File: src/rtl/ir_pkg.sv
// ir_pkg -- shared constants for the instruction fetch queue.
//   ST_IDLE / ST_LOAD / ST_EXEC : one-hot state encodings (also driven on o_state)
//   SET_OPCODE_DEF              : default opcode that marks the next word as immediate data
//   IR_NOP_BIT                  : fill bit of the NOP word (NOP = IR_NOP_BIT replicated, all zeros)
package ir_pkg;

  localparam logic [2:0] ST_IDLE = 3'b001;
  localparam logic [2:0] ST_LOAD = 3'b010;
  localparam logic [2:0] ST_EXEC = 3'b100;

  localparam logic [7:0] SET_OPCODE_DEF = 8'hF0;

  // NOP is defined bitwise so it scales to any instruction width.
  localparam logic IR_NOP_BIT = 1'b0;

endpackage

File: src/rtl/ir_queue_mem.sv
// ir_queue_mem -- block-loaded instruction storage with a combinational read mux.
//   clk, rst_n  : clock, synchronous active-low reset (clears every word to NOP)
//   i_wr_en     : write the whole block in one cycle
//   i_wr_block  : DEPTH words, word k at bits [k*IR_WIDTH +: IR_WIDTH]
//   i_rd_idx    : read index
//   o_rd_word   : word at i_rd_idx (combinational)
module ir_queue_mem
  import ir_pkg::*;
#(
  parameter int IR_WIDTH = 8,
  parameter int DEPTH    = 8,
  localparam int AW      = $clog2(DEPTH)
) (
  input  logic                      clk,
  input  logic                      rst_n,
  input  logic                      i_wr_en,
  input  logic [DEPTH*IR_WIDTH-1:0] i_wr_block,
  input  logic [AW-1:0]             i_rd_idx,
  output logic [IR_WIDTH-1:0]       o_rd_word
);

  logic [IR_WIDTH-1:0] r_mem [DEPTH];

  // Whole-block write; reset fills the queue with NOPs.
  always_ff @(posedge clk) begin
    if (!rst_n) begin
      for (int k = 0; k < DEPTH; k++) begin
        r_mem[k] <= {IR_WIDTH{IR_NOP_BIT}};
      end
    end else if (i_wr_en) begin
      for (int k = 0; k < DEPTH; k++) begin
        r_mem[k] <= i_wr_block[k*IR_WIDTH +: IR_WIDTH];
      end
    end
  end

  assign o_rd_word = r_mem[i_rd_idx];

endmodule

File: src/rtl/ir_fetch_queue.sv
// ir_fetch_queue -- loads a block of DEPTH instruction words and issues them in order.
// A SET_OPCODE head word is swallowed and turns the following word into immediate
// data, which is presented on o_data with a one-cycle o_data_valid pulse.
//   clk, rst_n            : clock, synchronous active-low reset
//   ld_valid/ld_ready     : block load handshake, ld_block carries DEPTH words (word 0 first)
//   o_ir/o_ir_valid       : queue head and issue qualifier; i_ir_ready accepts it
//   o_data/o_data_valid   : registered immediate data and its one-cycle pulse
//   i_jump/i_stop/i_start : flush-and-reload, halt to IDLE, leave IDLE
//   o_state               : one-hot state IDLE=001, LOAD=010, EXEC=100
module ir_fetch_queue
  import ir_pkg::*;
#(
  parameter int IR_WIDTH                  = 8,
  parameter int DATA_WIDTH                = 8,
  parameter int DEPTH                     = 8,
  parameter logic [IR_WIDTH-1:0] SET_OPCODE = IR_WIDTH'(SET_OPCODE_DEF)
) (
  input  logic                      clk,
  input  logic                      rst_n,
  input  logic                      ld_valid,
  input  logic [DEPTH*IR_WIDTH-1:0] ld_block,
  output logic                      ld_ready,
  output logic [IR_WIDTH-1:0]       o_ir,
  output logic                      o_ir_valid,
  input  logic                      i_ir_ready,
  output logic [DATA_WIDTH-1:0]     o_data,
  output logic                      o_data_valid,
  input  logic                      i_jump,
  input  logic                      i_stop,
  input  logic                      i_start,
  output logic [2:0]                o_state
);

  localparam int AW = $clog2(DEPTH);
  localparam int PW = AW + 1;
  localparam logic [PW-1:0] PTR_END = PW'(DEPTH);

  logic [2:0]            r_state;
  logic [PW-1:0]         r_rd_ptr;
  logic                  r_pending;
  logic [DATA_WIDTH-1:0] r_data;
  logic                  r_data_valid;

  logic [IR_WIDTH-1:0]   w_head;
  logic                  w_load_hs;
  logic                  w_at_end;
  logic                  w_head_is_set;
  logic                  w_hold;

  // A stop in the same cycle discards the offered block.
  assign w_load_hs     = (r_state == ST_LOAD) && ld_valid && !i_stop;
  // rd_ptr never goes past DEPTH, so equality means the block is exhausted.
  assign w_at_end      = (r_rd_ptr == PTR_END);
  assign w_head_is_set = (w_head == SET_OPCODE);
  // Jump or stop suppress this cycle's issue, so valid is dropped to keep
  // the consumer from seeing a handshake that does not advance the queue.
  assign w_hold        = i_jump || i_stop || w_at_end;

  ir_queue_mem #(
    .IR_WIDTH (IR_WIDTH),
    .DEPTH    (DEPTH)
  ) u_mem (
    .clk        (clk),
    .rst_n      (rst_n),
    .i_wr_en    (w_load_hs),
    .i_wr_block (ld_block),
    .i_rd_idx   (r_rd_ptr[AW-1:0]),
    .o_rd_word  (w_head)
  );

  assign o_ir         = w_head;
  assign o_ir_valid   = (r_state == ST_EXEC) && !w_hold && !r_pending && !w_head_is_set;
  assign ld_ready     = (r_state == ST_LOAD);
  assign o_state      = r_state;
  assign o_data       = r_data;
  assign o_data_valid = r_data_valid;

  // State machine, read pointer, pending-data flag and immediate data register.
  always_ff @(posedge clk) begin
    if (!rst_n) begin
      r_state      <= ST_LOAD;
      r_rd_ptr     <= {PW{1'b0}};
      r_pending    <= 1'b0;
      r_data       <= {DATA_WIDTH{1'b0}};
      r_data_valid <= 1'b0;
    end else begin
      r_data_valid <= 1'b0;
      case (r_state)
        ST_IDLE: begin
          if (i_start) r_state <= ST_LOAD;
        end
        ST_LOAD: begin
          if (i_stop) begin
            r_state <= ST_IDLE;
          end else if (ld_valid) begin
            // pending survives the reload: word 0 may be the data word
            r_rd_ptr <= {PW{1'b0}};
            r_state  <= ST_EXEC;
          end
        end
        ST_EXEC: begin
          if (i_jump) begin
            r_rd_ptr  <= {PW{1'b0}};
            r_pending <= 1'b0;
            r_state   <= ST_LOAD;
          end else if (i_stop) begin
            r_state <= ST_IDLE;
          end else if (w_at_end) begin
            r_state <= ST_LOAD;
          end else if (r_pending) begin
            // checked before SET so a second SET opcode is taken as data
            r_data       <= w_head[DATA_WIDTH-1:0];
            r_data_valid <= 1'b1;
            r_pending    <= 1'b0;
            r_rd_ptr     <= r_rd_ptr + PW'(1);
          end else if (w_head_is_set) begin
            r_pending <= 1'b1;
            r_rd_ptr  <= r_rd_ptr + PW'(1);
          end else if (i_ir_ready) begin
            r_rd_ptr <= r_rd_ptr + PW'(1);
          end
        end
        default: begin
          r_state <= ST_IDLE;
        end
      endcase
    end
  end

endmodule

File: config.mk
export PLATFORM = sky130hd
export DESIGN_NAME = ir_fetch_queue
export DESIGN_NICKNAME = d
export VERILOG_FILES = /design/src/rtl/ir_pkg.sv /design/src/rtl/ir_queue_mem.sv /design/src/rtl/ir_fetch_queue.sv
export SDC_FILE = /design/constraint.sdc
export NUM_CORES = 1
export LEC_CHECK = 0
export CORE_AREA = 2 2 101 103
export CTS_CLUSTER_DIAMETER = 120
export DETAILED_ROUTE_END_ITERATION = 10
export DIE_AREA = 0 0 103 105
export PLACE_DENSITY = 0.66
export SLEW_MARGIN = 10
export SYNTH_ARGS = -nofsm -noshare
export SYNTH_HDL_FRONTEND = slang
export SYNTH_HIERARCHICAL = 1
export SYNTH_SLANG_ARGS = --single-unit
File: constraint.sdc
create_clock -name clk -period 4.63 [get_ports clk]
set_clock_uncertainty 0.15 [all_clocks]
set_input_delay 0.926 -clock clk [delete_from_list [all_inputs] [get_ports clk]]
set_output_delay 0.926 -clock clk [all_outputs]
set_load 0.005 [all_outputs]
Yosys cells after proc, flatten, opt, wreduce, memory -nomap -nowiden
Memory sizes are Yosys's and may differ from the RTL's. A register that Yosys moved wholly into a read port is not among the register bits.
Cells that the tools add are included.
{ "word_totals": {"memories": 1, "input_bits": 71, "out_inout_bits": 22, "word_cells": 88, "ramBits": 64, "regBits": 17} }
{ "memory_table": {"columns": ["memory", "depth", "word_bits", "read_ports", "rd_ports_with_merged_regs", "wr", "line", "source"], "rows": [
  ["u_mem.r_mem", 8, 8, 1, 1, 8, "ir_queue_mem.sv:22", "logic [IR_WIDTH-1:0] r_mem [DEPTH];"]
]} }
{ "op_classes": {"muxes": 36, "n_eq_ne": 15, "bitwise_logic": 13, "add_sub_neg": 1, "n_reduce_logical": 17} }
{ "op_table": {"columns": ["op", "n"], "rows": [
  ["$mux W8", 8],
  ["$mux W4", 8],
  ["$mux W3", 8],
  ["$mux W1", 10],
  ["$ne A2 B2 Y1 const B", 5],
  ["$pmux W3 S3", 1],
  ["$eq A8 B8 Y1 const B", 1],
  ["$or A1 B1 Y1", 8],
  ["$pmux W4 S2", 1],
  ["$ne A3 B3 Y1 const B", 2],
  ["$reduce_and A3 Y1", 2],
  ["$reduce_and A6 Y1", 1],
  ["$logic_and A1 B1 Y1", 5],
  ["$ne A5 B5 Y1 const B", 1],
  ["$not A1 Y1", 5],
  ["$reduce_and A5 Y1", 1],
  ["$reduce_or A5 Y1", 1],
  ["$add A4 B1 Y4 const B", 1],
  ["$eq A4 B4 Y1 const B", 1],
  ["$logic_not A1 Y1", 4],
  ["$ne A4 B4 Y1 const B", 1],
  ["$eq A3 B1 Y1 const B", 1],
  ["$eq A3 B2 Y1 const B", 1],
  ["$eq A3 B3 Y1 const B", 1],
  ["other kinds (3)", 4]
]} }

Depth between registers and ports, before layout
Gate-level depths: netlist (run 1).
{ "logic_depth": {"ltp_word": 10, "depth_mapped": 9, "depth_no_buf": 7} }

By module
Netlist (run 1), hierarchy kept.
{ "by_module_without_submodules": {"columns": ["mod", "n_inst", "area_each_um2", "cells_each"], "rows": [
  ["ir_queue_mem", 1, 2924.1, 170],
  ["ir_fetch_queue", 1, 909.6, 108]
]} }

Least setup slack after synthesis (run 1)
OpenSTA, ideal clock, no wires.
{ "synth_timing": {"kind": "input -> register", "startpoint": "input ld_valid", "endpoint": "memory u_mem.r_mem[0][0] (enable)", "required_ps": 4047, "path_stages": 4, "slack_ps": 767, "arrival_ps": 3280, "path_buffers": 1, "cell_sequence": "inv_1 nor4_1 clkbuf_1 nand2b_1"} }
{ "synth_rtl": {"columns": ["item", "line", "source"], "rows": [
  ["start, declared", "ir_fetch_queue.sv:20", "input logic ld_valid,"],
  ["end, declared", "ir_queue_mem.sv:22", null]
]} }

Worst setup path after layout (run 1)
{ "layout_timing": {"startpoint": "register r_rd_ptr[2]", "endpoint": "output o_ir_valid"} }
{ "layout_between": {"elab_chain_len": 6} }
{ "layout_rtl": {"columns": ["item", "line", "source"], "rows": [
  ["start, declared", "ir_fetch_queue.sv:39", "logic [PW-1:0] r_rd_ptr;"],
  ["start signal, assigned", "ir_fetch_queue.sv:82", "r_rd_ptr <= {PW{1'b0}};"],
  ["start signal, assigned", "ir_fetch_queue.sv:97", "r_rd_ptr <= {PW{1'b0}};"],
  ["start signal, assigned", "ir_fetch_queue.sv:103", "r_rd_ptr <= {PW{1'b0}};"],
  ["$eq A4 B4 Y1", "ir_fetch_queue.sv:53", "assign w_at_end = (r_rd_ptr == PTR_END);"],
  ["$logic_or A1 B1 Y1", "ir_fetch_queue.sv:57", "assign w_hold = i_jump || i_stop || w_at_end;"],
  ["$logic_not A1 Y1", "ir_fetch_queue.sv:72", "assign o_ir_valid = (r_state == ST_EXEC) && !w_hold && !r_pending && !w_head_is_set;"],
  ["$logic_and A1 B1 Y1 (3 in a row)", "ir_fetch_queue.sv:72", null],
  ["end, declared", "ir_fetch_queue.sv:24", "output logic o_ir_valid,"]
]} }
No other way between the ends.

==> flow_metrics.py, run 1 <==
metrics = {
    "status": {
        "status": "complete, no violations",
    },
    "global_routing": {
        "grt_usage_pct": 15.0,
        "grt_pass1_vias": 2574,
        "grt_overflow_total": 0,
        "antenna_found_initial": 0,
        "grt_max_degree": 75,
        "grt_pass1_wl_mm": 12.3,
    },
    "critical_path": {
        "cp_max_fo": 20,
        "cp_data_required_time_ns": 3.55,
        "cp-endpoint": "o_ir_valid",
        "crit_arrival_ns": 2.96,
        "setup.worst_path.class": "flip-flop to output port",
        "r2r_slack_ns": 1.67,
        "reg2reg_depth": 7,
        "crit_path_end_kind": "output port",
        "start_kind": "flip-flop",
        "r2r-end": "r_rd_ptr[1]",
        "r2r_start": "r_rd_ptr[2]",
        "crit_start": "r_rd_ptr[2]",
    },
    "synthesis": {
        "yosys-top-cells-area": "edfxtp_1, mux4_1, dfxtp_1",
        "syn_avg_cell_area_um2": 13.8,
        "syn_nets": 351,
        "synth-edff-count": 64,
        "synth_top_family_by_area": "simple AND/OR/NAND/NOR gates",
        "synth-seq-cells": 81,
        "synthCells": 278,
        "yosys.area_share.simple_pct": 18.6,
        "synth.area.mux_share_pct": 13.5,
        "synth_compound_area_share_pct": 4.18,
        "ys.warnings.count": 6,
        "syn_area_mm2": 0.00383,
        "async_flop_share_pct": 0,
        "yosysSeqAreaShare_pct": 59.0,
        "synth_top_area_share_pct": 50.1,
        "yosys.area_share.adder_pct": 0.653,
        "synth_xor_area_share_pct": 0,
        "yosys.area.top_type": "edfxtp_1",
        "synth-main-ff-cell": "edfxtp_1",
        "synth_cell_types": 42,
    },
    "detailed_routing": {
        "detail-route-antenna-nets": 0,
        "dr.pass1.iters": 4,
        "via_count": 2523,
        "avgViaCountPerCell": 5.04,
        "drc": 0,
        "wirelength_mm": 7.72,
        "drtIter0Drc": 110,
        "avgRoutedWirePerCell_um": 15.4,
    },
    "run": {
        "max-cap-violations": 0,
    },
    "cts": {
        "cts_root_buf": "clkbuf_8",
        "clkTransAtPathRegs_ns": 0.08,
        "cts_made_buffers": 9,
        "cts_max_path_buffers": 2,
        "post-cts-setup-buffer-count": 0,
        "cts_tree": "yes",
        "clkLatencyLatePin_ns": 0.35,
        "ctsResizeCount": 0,
        "htreeDepth": 3,
        "clock-sinks": 81,
        "hold_buffers": 0,
    },
    "final_layout": {
        "area_growth_pct": 30.7,
        "seq_area_mm2": 0.00226,
        "diodes": 0,
        "final_cells": 501,
        "nets": 436,
        "layout-drive-gt1-share_pct": 11.4,
        "fillers": 843,
        "multi_input_area_mm2": 0.00142,
    },
    "sta": {
        "fin_crit_sh_pct": 87.2,
        "hold_ws_ns": 0.309,
        "slew_headroom_pct": 51.2,
        "setup_violations": 0,
        "fmax_mhz": 248,
        "worst_slew_pin_slew_ns": 0.731,
        "hold_violations": 0,
        "rsz0062_at_grt": "false",
        "drv_slew": 0,
        "min_period_ns": 4.04,
        "final.setup.tns_ns": 0,
    },
    "power": {
        "leakage_nw": 1.94,
        "total_power_mw": 1.44,
        "powerDensity_mw_per_mm2": 286,
        "vdd_drop_max_uv": 161,
    },
    "placed_design": {
        "numPortBuffers": 92,
        "routabilityCongestion": 0.790,
        "dp_hpwl_mm": 5.55,
        "placed_cells": 485,
    },
    "min_path": {
        "hold_class": "flip-flop to flip-flop",
    },
    "floorplanning": {
        "die_w_um": 103,
        "initial_utilization_pct": 39.8,
        "coreArea_mm2": 0.00964,
        "rows": 36,
        "dieHeight_um": 105,
        "io-pin-count": 93,
        "die_area_mm2": 0.0108,
    },
}
-- flip-flops by register name (all words and copies together) (netlist names) --
| register | cells |
|---|---|
| u_mem/r_mem | 64 |
| o_state | 3 |
| o_data | 8 |
| r_pending | 1 |
| r_rd_ptr | 4 |
| o_data_valid | 1 |
-- how the worst min path moves through the flow --
stage / startpoint / endpoint / slack, ns / cells after the start
floorplan: o_data[0] / o_data[0] / 0.30 / 2
global route: o_data[3] / o_data[3] / 0.34 / 2
CTS: o_data[6] / o_data[6] / 0.31 / 2
global placement: o_data[1] / o_data[1] / 0.30 / 2
finish: o_data[6] / o_data[6] / 0.31 / 2
detailed placement: o_data[6] / o_data[6] / 0.30 / 2
-- synth_stat cells (2+ instances only) --
cell,number
nor2_1,10
o21ai_0,2
and2_1,16
edfxtp_1,64
dfxtp_1,17
clkbuf_1,15
and3_1,48
a21oi_1,11
nand2b_1,3
nor3_1,3
nand3b_1,2
mux2_2,8
inv_1,5
nor3_4,2
buf_6,4
nor4_1,3
mux4_1,15
nand3_1,9
ha_1,2
nand2_1,16
o22ai_1,2
-- routing by layer --
layer | track usage [%] | up-vias | wire (um)
met5 | 0 | - | 0
met1 | 19.7 | 1181 | 3430
met4 | 6.77 | 0 | 196
met2 | 22.7 | 93 | 3590
li1 | - | 1233 | -
met3 | 4.82 | 16 | 495
-- cells by family (layout without fill, tap and decap cells) --
kind of cell,Yosys count,count (layout)
AND/OR/NAND/NOR,120,120
flip-flops,81,81
buffers and inverters,28,118
multiplexers,25,25
AO/OA/AOI/OAI,22,22
adder cells (fa/ha/maj),2,2
-- cell type report --
cell class	instances	share of cell area, %
flip-flops and latches	81	45.2
multi-input cells	169	28.4
repair buffers	97	19.3
well taps	133	3.32
clock buffers	10	2.55
clock inverters	6	0.899
inverters	5	0.375
-- power by group --
group / internal (mW) / leakage [nW] / switching, mW
Combinational: 0.0940 / 1.06 / 0.0596
Sequential: 0.825 / 0.804 / 0.0132
Clock: 0.195 / 0.0785 / 0.248
-- metrics by stage --
stage | setup WS [ns] | instance area (um^2) | utilization [%]
after floorplan | 0.767 | 3830 | -
after global placement | 0.764 | 4840 | 50.2
after detailed placement | 0.741 | 4840 | 50.2
after CTS | 0.577 | 5010 | 52.0
after global routing | 0.441 | 5010 | 52.0
final | 0.592 | 5010 | 52.0
-- worst max-delay path, stage by stage, from the launching register on --
cell	delay (ns)
dfxtp_1	0.80
mux4_2	0.44
mux2_2	0.31
nor4_1	0.27
nand2_1	0.15
and3b_1	0.20
clkdlybuf4s50_1	0.44
-- layout by cell type (no fill, tap or decap), drive strengths merged, types with 2 or more instances in the layout --
| cell type | n |
|---|---|
| inv | 5 |
| dfxtp | 17 |
| nor3 | 5 |
| nor2 | 10 |
| clkdlybuf4s50 | 91 |
| nand2b | 3 |
| and3b | 2 |
| and3 | 48 |
| nand3 | 9 |
| a21oi | 11 |
| nand2 | 17 |
| mux2 | 8 |
| mux4 | 16 |
| o22ai | 2 |
| clkbuf | 10 |
| nand3b | 2 |
| clkinv | 3 |
| o32ai | 2 |
| clkinvlp | 3 |
| buf | 6 |
| and2 | 16 |
| nor4 | 3 |
| o21ai | 2 |
| edfxtp | 64 |
| ha | 2 |
No activity file was read; power rests on OpenSTA's default activity.
==> run 2: changes to the inputs <==
--- a/config.mk
+++ b/config.mk
@@ -5,11 +5,11 @@
 export SDC_FILE = /design/constraint.sdc
 export NUM_CORES = 1
 export LEC_CHECK = 0
-export CORE_AREA = 2 2 101 103
+export CORE_AREA = 2 2 92 94
 export CTS_CLUSTER_DIAMETER = 120
 export DETAILED_ROUTE_END_ITERATION = 10
-export DIE_AREA = 0 0 103 105
-export PLACE_DENSITY = 0.66
+export DIE_AREA = 0 0 94 96
+export PLACE_DENSITY = 0.78
 export SLEW_MARGIN = 10
 export SYNTH_ARGS = -nofsm -noshare
 export SYNTH_HDL_FRONTEND = slang
==> constraint.sdc (replaced) <==
create_clock -name clk -period 4.2 [get_ports clk]
set_clock_uncertainty 0.15 [all_clocks]
set_input_delay 0.84 -clock clk [delete_from_list [all_inputs] [get_ports clk]]
set_output_delay 0.84 -clock clk [all_outputs]
set_load 0.005 [all_outputs]
==> flow_metrics.py, run 2 (synthesis results as in run 1) <==
metrics = {
    "critical_path": {
        "crit_arrival_ns": 2.94,
        "start_kind": "flip-flop",
        "crit_path_end_kind": "output port",
        "setup.worst_path.class": "flip-flop to output port",
        "cp_data_required_time_ns": 3.21,
        "cp_max_fo": 20,
    },
    "sta": {
        "slew_headroom_pct": 63.0,
        "worst_slew_pin_slew_ns": 0.554,
        "min_period_ns": 3.93,
        "final.setup.tns_ns": 0,
        "fin_crit_sh_pct": 93.5,
        "drv_slew": 0,
        "fmax_mhz": 255,
        "setup_violations": 0,
        "hold_ws_ns": 0.317,
        "rsz0062_at_grt": "false",
        "hold_violations": 0,
    },
    "placed_design": {
        "routabilityCongestion": 0.773,
        "dp_hpwl_mm": 5.84,
        "numPortBuffers": 92,
    },
    "cts": {
        "cts_max_path_buffers": 2,
        "post-cts-setup-buffer-count": 0,
        "clkTransAtPathRegs_ns": 0.08,
        "hold_buffers": 0,
        "ctsResizeCount": 0,
        "clkLatencyLatePin_ns": 0.35,
        "htreeDepth": 3,
        "clock-sinks": 81,
        "cts_root_buf": "clkbuf_8",
        "cts_made_buffers": 9,
        "cts_tree": "yes",
    },
    "run": {
        "max-cap-violations": 0,
    },
    "final_layout": {
        "fillers": 610,
        "largest_register_ffs": 64,
        "nets": 437,
        "area_growth_pct": 31.6,
        "diodes": 0,
        "layout_common_cells": "clkdlybuf4s50_1, edfxtp_1, and3_1, dfxtp_1",
        "final_common_cell": "clkdlybuf4s50_1",
        "layout-drive-gt1-share_pct": 11.7,
        "largest-register": "u_mem/r_mem",
    },
    "detailed_routing": {
        "dr.pass1.iters": 4,
        "avgViaCountPerCell": 5.35,
        "detail-route-antenna-nets": 0,
        "drc": 0,
        "avgRoutedWirePerCell_um": 16.8,
        "drtIter0Drc": 157,
        "wirelength_mm": 7.94,
        "via_count": 2538,
    },
    "floorplanning": {
        "initial_utilization_pct": 47.6,
        "die_area_mm2": 0.00902,
        "rows": 33,
        "coreArea_mm2": 0.00805,
        "die_w_um": 94,
        "io-pin-count": 93,
        "dieHeight_um": 96,
    },
    "global_routing": {
        "antenna_found_initial": 0,
        "grt_pass1_vias": 2515,
        "grt_max_degree": 65,
        "grt_usage_pct": 18.9,
        "grt_pass1_wl_mm": 12.5,
        "grt_overflow_total": 0,
    },
    "min_path": {
        "hold_class": "flip-flop to flip-flop",
    },
    "power": {
        "vdd_drop_max_uv": 223,
        "powerDensity_mw_per_mm2": 342,
        "leakage_nw": 1.99,
    },
    "status": {
        "status": "complete, no violations",
    },
}
[run 2: metal layers]
layer / track usage [%] / wire (um)
met4: 7.97 / 205
met2: 30.4 / 3880
met5: 0 / 0
met3: 6.26 / 568
met1: 23.5 / 3290
[run 2: where the power goes]
part | switching [mW] | leakage (nW) | internal, mW
clock | 0.268 | 0.116 | 0.362
sequential | 0.0161 | 0.804 | 0.910
combinational | 0.0656 | 1.07 | 0.104
[run 2: final cells by class]
type / instances / area (um^2) / area share [%]
flip-flops and latches: 81 / 2260 / 44.9
well taps: 105 / 131 / 2.60
inverters: 5 / 18.8 / 0.372
clock buffers: 13 / 191 / 3.80
repair buffers: 98 / 973 / 19.3
multi-input cells: 169 / 1420 / 28.2
clock inverters: 3 / 42.5 / 0.843
[run 2: worst paths after layout]
check | end | cells past startpoint | slack, ns | start
max reg2reg | r_rd_ptr[1] | 8 | 1.25 | r_rd_ptr[0]
min reg2reg | o_data[0] | 2 | 0.32 | o_data[0]
min | o_data[0] | 2 | 0.32 | o_data[0]
max | o_ir_valid | 7 | 0.27 | r_rd_ptr[0]
[run 2: critical path, cell delays in order (launching register included)]
cell	delay [ns]
dfxtp_1	0.31
buf_4	0.28
mux4_1	0.62
mux2_2	0.31
nor4_1	0.27
nand2_1	0.15
and3b_1	0.21
clkdlybuf4s50_1	0.44
[run 2: stage by stage]
| step | instances | area, um^2 | power [mW] | utilization, % | setup WS [ns] |
|---|---|---|---|---|---|
| 3_3_place_gp | 458 | 4810 | 1.11 | 59.7 | 0.504 |
| 3_5_place_dp | 458 | 4810 | 1.11 | 59.7 | 0.475 |
| 2_1_floorplan | 278 | 3830 | 1.01 | - | 0.423 |
| 4_1_cts | 474 | 5040 | 1.74 | 62.6 | 0.236 |
| 5_1_grt | 474 | 5040 | 1.80 | 62.6 | 0.0449 |
| 6_report | 474 | 5040 | 1.73 | 62.6 | 0.272 |
==> run 3: changes to the inputs <==
--- a/config.mk
+++ b/config.mk
@@ -6,7 +6,6 @@
 export NUM_CORES = 1
 export LEC_CHECK = 0
 export CORE_AREA = 2 2 92 94
-export CTS_CLUSTER_DIAMETER = 120
 export DETAILED_ROUTE_END_ITERATION = 10
 export DIE_AREA = 0 0 94 96
 export PLACE_DENSITY = 0.78
==> results of run 3 <==
Final layout, timing and power as in run 2 (identical DEF).
